File: src/rtl/le18_ram_arbiter.sv
// le18_ram_arbiter
// Shares LE18 RAM port A between the Z80 (port-0xEC strobe) and the host
// loader. Only one access is in flight at a time. The Z80 always wins
// arbitration. A Z80 strobe that arrives while the arbiter is busy is parked
// in a single pending slot. If the slot is already occupied, the strobe is
// dropped and a sticky overflow flag is set.
//
// Access timing, with the request seen in cycle N:
//   write: ISSUE (N+1) -> DONE (N+2)
//   read : ISSUE (N+1) -> REG (N+2, ram_oce) -> CAPT (N+3, ram_dout latched)
//          -> DONE (N+4)
// DONE always returns to IDLE, where the next access is arbitrated.
//
// Ports:
//   clk, srst                    clock and synchronous active-high reset
//   z80_req/we/addr/wdata        one-cycle Z80 access strobe and its fields
//   z80_rdata, z80_rdy           Z80 read data (held) and completion pulse
//   z80_ovf                      sticky flag for a dropped Z80 request
//   host_req/we/addr/wdata       level-held host loader request
//   host_addr_ld                 host address-counter load strobe
//   host_ack, host_rdata         host completion pulse and read data (held)
//   ram_ce/we/oce/addr/din       RAM port-A controls
//   ram_dout                     RAM port-A output-register data
//
// Configuration macro: LE18_HOST_AUTOINC_EN
//   When this macro is defined, host accesses use an internal address
//   counter. host_addr_ld loads the counter from host_addr, and the counter
//   increments on every host_ack. When the macro is undefined, host
//   accesses use host_addr directly.
module le18_ram_arbiter #(
  parameter int ADDR_W = 14,
  parameter int DATA_W = 6
) (
  input  logic              clk,
  input  logic              srst,
  input  logic              z80_req,
  input  logic              z80_we,
  input  logic [ADDR_W-1:0] z80_addr,
  input  logic [DATA_W-1:0] z80_wdata,
  output logic [DATA_W-1:0] z80_rdata,
  output logic              z80_rdy,
  output logic              z80_ovf,
  input  logic              host_req,
  input  logic              host_we,
  input  logic [ADDR_W-1:0] host_addr,
  input  logic [DATA_W-1:0] host_wdata,
  input  logic              host_addr_ld,
  output logic              host_ack,
  output logic [DATA_W-1:0] host_rdata,
  output logic              ram_ce,
  output logic              ram_we,
  output logic              ram_oce,
  output logic [ADDR_W-1:0] ram_addr,
  output logic [DATA_W-1:0] ram_din,
  input  logic [DATA_W-1:0] ram_dout
);

  localparam logic [2:0] IDLE  = 3'd0;
  localparam logic [2:0] ISSUE = 3'd1;
  localparam logic [2:0] REG   = 3'd2;
  localparam logic [2:0] CAPT  = 3'd3;
  localparam logic [2:0] DONE  = 3'd4;

  logic [2:0]        state_q, state_d;
  logic              pendValid_q, pendValid_d;
  logic              pendWe_q;
  logic [ADDR_W-1:0] pendAddr_q;
  logic [DATA_W-1:0] pendData_q;
  logic              accZ80_q;
  logic              accWe_q;
  logic [ADDR_W-1:0] accAddr_q;
  logic [DATA_W-1:0] accData_q;
  logic [DATA_W-1:0] z80Rdata_q;
  logic [DATA_W-1:0] hostRdata_q;
  logic              z80Ovf_q;
  logic              grantZ80;
  logic              grantHost;
  logic [ADDR_W-1:0] hostAddrEff;

`ifdef LE18_HOST_AUTOINC_EN
  logic [ADDR_W-1:0] hostCnt_q;

  // A load in the host_ack cycle takes priority over the increment.
  // The counter wraps naturally at 2^ADDR_W.
  always_ff @(posedge clk) begin
    if (srst) begin
      hostCnt_q <= '0;
    end else if (host_addr_ld) begin
      hostCnt_q <= host_addr;
    end else if (host_ack) begin
      hostCnt_q <= hostCnt_q + 1'b1;
    end
  end

  assign hostAddrEff = hostCnt_q;
`else
  logic unusedHostAddrLd;
  assign unusedHostAddrLd = host_addr_ld;
  assign hostAddrEff      = host_addr;
`endif

  // The Z80 is granted from the pending slot, or directly from a live strobe
  // seen in IDLE. The host is granted only when no Z80 work exists at all.
  always_comb begin
    grantZ80    = (state_q == IDLE) && (pendValid_q || z80_req);
    grantHost   = (state_q == IDLE) && !pendValid_q && !z80_req && host_req;
    pendValid_d = grantZ80 ? 1'b0 : (pendValid_q || z80_req);
    state_d     = state_q;
    case (state_q)
      IDLE:    if (grantZ80 || grantHost) state_d = ISSUE;
      ISSUE:   state_d = accWe_q ? DONE : REG;
      REG:     state_d = CAPT;
      CAPT:    state_d = DONE;
      DONE:    state_d = IDLE;
      default: state_d = IDLE;
    endcase
  end

  // This block holds the pending slot, the access register captured at grant,
  // read-data capture and the overflow flag. A strobe that arrives while the
  // slot is full is dropped. This also applies in IDLE, where the parked
  // access is granted in the same cycle.
  always_ff @(posedge clk) begin
    if (srst) begin
      state_q     <= IDLE;
      pendValid_q <= 1'b0;
      pendWe_q    <= 1'b0;
      pendAddr_q  <= '0;
      pendData_q  <= '0;
      accZ80_q    <= 1'b0;
      accWe_q     <= 1'b0;
      accAddr_q   <= '0;
      accData_q   <= '0;
      z80Rdata_q  <= '0;
      hostRdata_q <= '0;
      z80Ovf_q    <= 1'b0;
    end else begin
      state_q     <= state_d;
      pendValid_q <= pendValid_d;
      if (z80_req && !pendValid_q && !grantZ80) begin
        pendWe_q   <= z80_we;
        pendAddr_q <= z80_addr;
        pendData_q <= z80_wdata;
      end
      if (z80_req && pendValid_q) begin
        z80Ovf_q <= 1'b1;
      end
      if (grantZ80) begin
        accZ80_q  <= 1'b1;
        accWe_q   <= pendValid_q ? pendWe_q   : z80_we;
        accAddr_q <= pendValid_q ? pendAddr_q : z80_addr;
        accData_q <= pendValid_q ? pendData_q : z80_wdata;
      end else if (grantHost) begin
        accZ80_q  <= 1'b0;
        accWe_q   <= host_we;
        accAddr_q <= hostAddrEff;
        accData_q <= host_wdata;
      end
      if (state_q == CAPT) begin
        if (accZ80_q) z80Rdata_q  <= ram_dout;
        else          hostRdata_q <= ram_dout;
      end
    end
  end

  assign ram_ce     = (state_q == ISSUE);
  assign ram_we     = (state_q == ISSUE) && accWe_q;
  assign ram_oce    = (state_q == REG);
  assign ram_addr   = accAddr_q;
  assign ram_din    = accData_q;
  assign z80_rdy    = (state_q == DONE) && accZ80_q;
  assign host_ack   = (state_q == DONE) && !accZ80_q;
  assign z80_rdata  = z80Rdata_q;
  assign host_rdata = hostRdata_q;
  assign z80_ovf    = z80Ovf_q;

endmodule
File: config.mk
export PLATFORM = sky130hd
export DESIGN_NAME = le18_ram_arbiter
export DESIGN_NICKNAME = d
export VERILOG_FILES = /design/src/rtl/le18_ram_arbiter.sv
export SDC_FILE = /design/constraint.sdc
export NUM_CORES = 1
export LEC_CHECK = 0
export ABC_AREA = 1
export CORE_ASPECT_RATIO = 1.4
export CORE_MARGIN = 5
export CORE_UTILIZATION = 42
export CTS_CLUSTER_DIAMETER = 30
export CTS_CLUSTER_SIZE = 30
export DETAILED_ROUTE_END_ITERATION = 12
export PLACE_DENSITY = 0.77
export REMOVE_ABC_BUFFERS = 1
export SLEW_MARGIN = 40
export SYNTH_ARGS = -nofsm -noshare
export SYNTH_HDL_FRONTEND = slang
export SYNTH_SLANG_ARGS = --single-unit
File: constraint.sdc
create_clock -name clk -period 1.4 [get_ports clk]
set_clock_uncertainty 0.15 [all_clocks]
set_input_delay 0.35 -clock clk [delete_from_list [all_inputs] [get_ports clk]]
set_output_delay 0.35 -clock clk [all_outputs]
set_load 0.05 [all_outputs]
Word-level counts from Yosys, hierarchy flattened
Cells that the tools add are included.
Storage, ports and cells
  bits in registers: 60
  logic and storage cells: 53
  bits of input ports: 53
  output and inout port bits: 38
Cells by class
  mux-type cells: 14
  reductions and logical operators: 21
  bitwise gates (word level): 1
  equality and inequality tests: 5
Operators with widths (count)
  $mux W14: 3
  $mux W6: 3
  $pmux W3 S4: 1
  $logic_and A1 B1 Y1: 10
  $eq A3 B2 Y1 const B: 2
  $mux W3: 2
  $mux W1: 5
  $logic_not A1 Y1: 4
  $reduce_and A2 Y1: 2
  $eq A3 B1 Y1 const B: 1
  $eq A3 B3 Y1 const B: 1
  $logic_not A3 Y1: 1
  $logic_or A1 B1 Y1: 2
  $ne A2 B1 Y1 const B: 1
  $reduce_bool A2 Y1: 1
  $reduce_or A2 Y1: 1
  $not A1 Y1: 1

Longest topological paths before layout
  depth after elaboration: 7
  gate-level depth with buffers: 8
  gate-level depth less buffers: 7

Least setup slack after synthesis
Ideal clock, no wire load.
  path kind: flip-flop to output port
  from: reg state_q[0]
  to: out ram_we
  path buffers: 0
  stages on the path, launching flop included: 5
  arrival: 2.142 ns
  setup slack: -1.242 ns
  required time: 0.900 ns
  cell sequence: dfxtp_1 > inv_1 > nor3_1 > nand2_1 > inv_1
Between the ends
  word-level cells in the longest chain between the ends: 2
RTL lines
  start: declaration: line 64  | logic [2:0] state_q, state_d;
  start signal: assignment: line 138  | state_q <= state_d;
  $eq A3 B1 Y1
  net ram_ce: line 50  | output logic ram_ce,
  $logic_and A1 B1 Y1: line 167  | assign ram_we = (state_q == ISSUE) && accWe_q;
  end: declaration: line 51  | output logic ram_we,
The timed path passes the listed nets, and every way through them passes these cells.

Worst setup path after layout
  from: reg state_q[1]
  to: out host_ack
Between the ends
  word-level cells in the longest chain between the ends: 2
RTL lines
  $eq A3 B3 Y1: line 172  | assign host_ack = (state_q == DONE) && !accZ80_q;
  $logic_and A1 B1 Y1: line 172
  end: declaration: line 48  | output logic host_ack,
Every way passes these cells.

==> impl_metrics.toml <==
[run_status]
outcome = "finished with violations"
violations = "negative setup slack"

[cells_and_area]
final_core_util = 0.814
antennaDiodeCount = 0
multi_input_area_sq_mm = 0.00184
fin_area_sq_mm = 0.00538
fill_cells = 350
area_growth_pct = 88.4
drive_above_1_share = 0.408
seqCellArea_sq_mm = 0.00124
nets = 603

[timing]
setup_viol = 66
rsz0062_at_grt = "yes"
fin_crit_ns = 1.80
worst_pin_slew_ns = 0.253
fmax_mhz = 556
slew_headroom = 0.829
drv_slew = 0
fin_crit_sh = 1.28
hold_violations = 0
setup_ws_ns = -0.397

[setup_path]
critPathMaxFanout = 3
rr_worst_depth = 8
max_stage_delay_ns = 0.37
worstSetupStartpointType = "register"
critPathCapture = "host_ack"
path_common_cell = "nor2_4"
crit_start = "state_q[1]"
cp.depth = 4
r2r_slack_ns = -0.37
r2r_end = "ram_din[0]"
end_kind = "output pin"
path_class = "reg2out"
worst_ep_arrival_time_ns = 1.30
timing.rr.start = "state_q[1]"
cp.buffers_inverters = 1
path_cells = "nor2_4 -> nand2_2 -> nor2_4 -> buf_12"
critPathRequiredTime_ns = 0.90
crit_family = "simple AND/OR/NAND/NOR gates"
cp_slowest_cell = "dfxtp_4"

[global_routing]
grt_max_degree = 28
track_usage = 0.211
antenna_found_initial = 0
grt_pass1_vias = 3006
grt_pass1_wl_um = 14000
grt.overflow.total = 0

[floorplan]
rows = 35
die_w_um = 79.7
die_h_um = 108
die_area_sq_mm = 0.00857
core_area_sq_mm = 0.00661
io_pins = 91
initial_core_util = 0.432

[synth]
ys_types = 23
syn_inst = 427
synth_top_area_frac = 0.421
yosys_warnings = 0
synth_area_leader_cell = "dfxtp_1"
netlist_area_sq_mm = 0.00286
syn_avg_cell_area_sq_um = 6.69
ys_ff_latch = 60
yosys-top-cells-area = "dfxtp_1 (42%), nand2_1 (16%), a21oi_1 (8.4%)"
ys_seq_area_frac = 0.421

[hold_path]
hold_path_startpoint = "pendAddr_q[1]"
hp-class = "reg2reg"
whs_path_depth = 2

[clock_network]
cts_buffers = 9
postCtsHoldBufs = 0
root_buffer = "clkbuf_8"
clk-insertion-delay-late_ns = 0.35
cts.sinks = 60
clock_path_buffers = 2
cts_tree = "built"
clk_pin_slew_ns = 0.07
htree_levels = 3

[drt]
first_pass_iters = 5
via_per_inst = 5.62
drtIter0Drc = 353
vias = 3628
drtAntennaViolNets = 0
wire_per_inst_um = 19.7
wirelength_um = 12700
drc = 0

[place]
gp_congestion = 0.788
hpwlAfterDp_um = 6230
io_buffers = 89
placed_area_sq_mm = 0.00439

[pwr]
power.density_mw_per_mm2 = 2360
leakage_nw = 2.31
p_total_mw = 12.7
peakVddDrop_v = 0.00119

[run]
drv_cap = 0
## what timing repair did
item | CTS | global route
endpoints found under the hold margin | 0 | 0
setup buffers | 4 | 6
setup endpoints to repair | 52 | 77
cloned | 2 | 6
pin swaps | 4 | 29
gates resized for setup | 40 | 144
## worst min-delay path by stage
stage | slack, ns | to
after detailed placement | 0.29 | pendAddr_q[7]
after global placement | 0.29 | pendAddr_q[1]
after global routing | 0.32 | pendWe_q
final | 0.30 | pendAddr_q[1]
after floorplan | 0.27 | accZ80_q
after CTS | 0.29 | z80_ovf
## power by group
group | leakage, nW | internal [mW] | switching (mW)
clock network | 0.0800 | 0.624 | 0.679
logic | 1.73 | 3.90 | 4.65
registers | 0.501 | 2.30 | 0.566
## cells in the mapped netlist
cell type and count:
a21oi_1 48, and2_0 4, and2_1 7, buf_1 1, buf_2 11, buf_4 4, buf_6 2, clkbuf_1 8
dfxtp_1 60, inv_1 42, inv_2 2, nand2_1 123, nand2_2 2, nand3_1 35, nand3_2 1, nand3b_1 7
nand4_1 2, nor2_1 34, nor2_2 1, nor2_4 2, nor3_1 2, o21ai_0 27, or2_2 2
## worst register-to-register path, cell delays in order (launching register included)
cell	delay [ns]
dfxtp_4	0.37
nor2_4	0.15
buf_6	0.14
buf_12	0.11
nand3_4	0.17
clkbuf_16	0.24
nand2_1	0.08
nand2_1	0.09
a21oi_1	0.18
## routing by layer
metal | vias up | wire length [um] | GRT usage
li1 | 1600 | - | -
met1 | 1666 | 4250 | 0.232
met2 | 264 | 6390 | 0.382
met3 | 98 | 1040 | 0.0377
met4 | 0 | 1030 | 0.102
met5 | - | 0 | 0
## layout make-up
cell class | count | share of cell area
Sequential cell | 60 | 0.230
Clock buffer | 12 | 0.0251
Multi-Input combinational cell | 297 | 0.343
Timing Repair Buffer | 138 | 0.347
Inverter | 44 | 0.0312
Clock inverter | 3 | 0.00279
Tap cell | 92 | 0.0214
## cells by family (layout without fill, tap and decap cells)
family / Yosys count / in the layout / share of synthesized area
AO/OA/AOI/OAI: 75 / 75 / 0.131
buffers and inverters: 70 / 197 / 0.107
flip-flops: 60 / 60 / 0.421
AND/OR/NAND/NOR: 222 / 222 / 0.340
## stage by stage
step | std cells | hold slack, ns | setup WS [ns] | TNS [ns]
after floorplan | 401 | 0.269 | -1.28 | -39.06
after global placement | 615 | 0.285 | -0.427 | -18.00
after detailed placement | 615 | 0.290 | -0.467 | -20.37
after CTS | 636 | 0.295 | -0.334 | -3.88
after global routing | 646 | 0.323 | -0.438 | -14.67
final | 646 | 0.300 | -0.397 | -11.84
## sequential cells by signal, indices dropped and copies added (netlist names)
register,cells
accWe_q,1
pendWe_q,1
z80_ovf,1
pendData_q,6
host_rdata,6
ram_din,6
state_q,3
pendAddr_q,14
accZ80_q,1
z80_rdata,6
pendValid_q,1
ram_addr,14
## cell usage in the layout (no fill, tap or decap), types with 20 or more instances in the layout
cell type	count
buf_4	25
dfxtp_1	38
buf_12	44
a21oi_2	20
o21ai_0	20
clkdlybuf4s50_1	50
nor2_1	27
a21oi_1	28
nand2_1	82
inv_1	39
nand2_2	24
nand3_1	20
(Power assumes the default switching activity.)
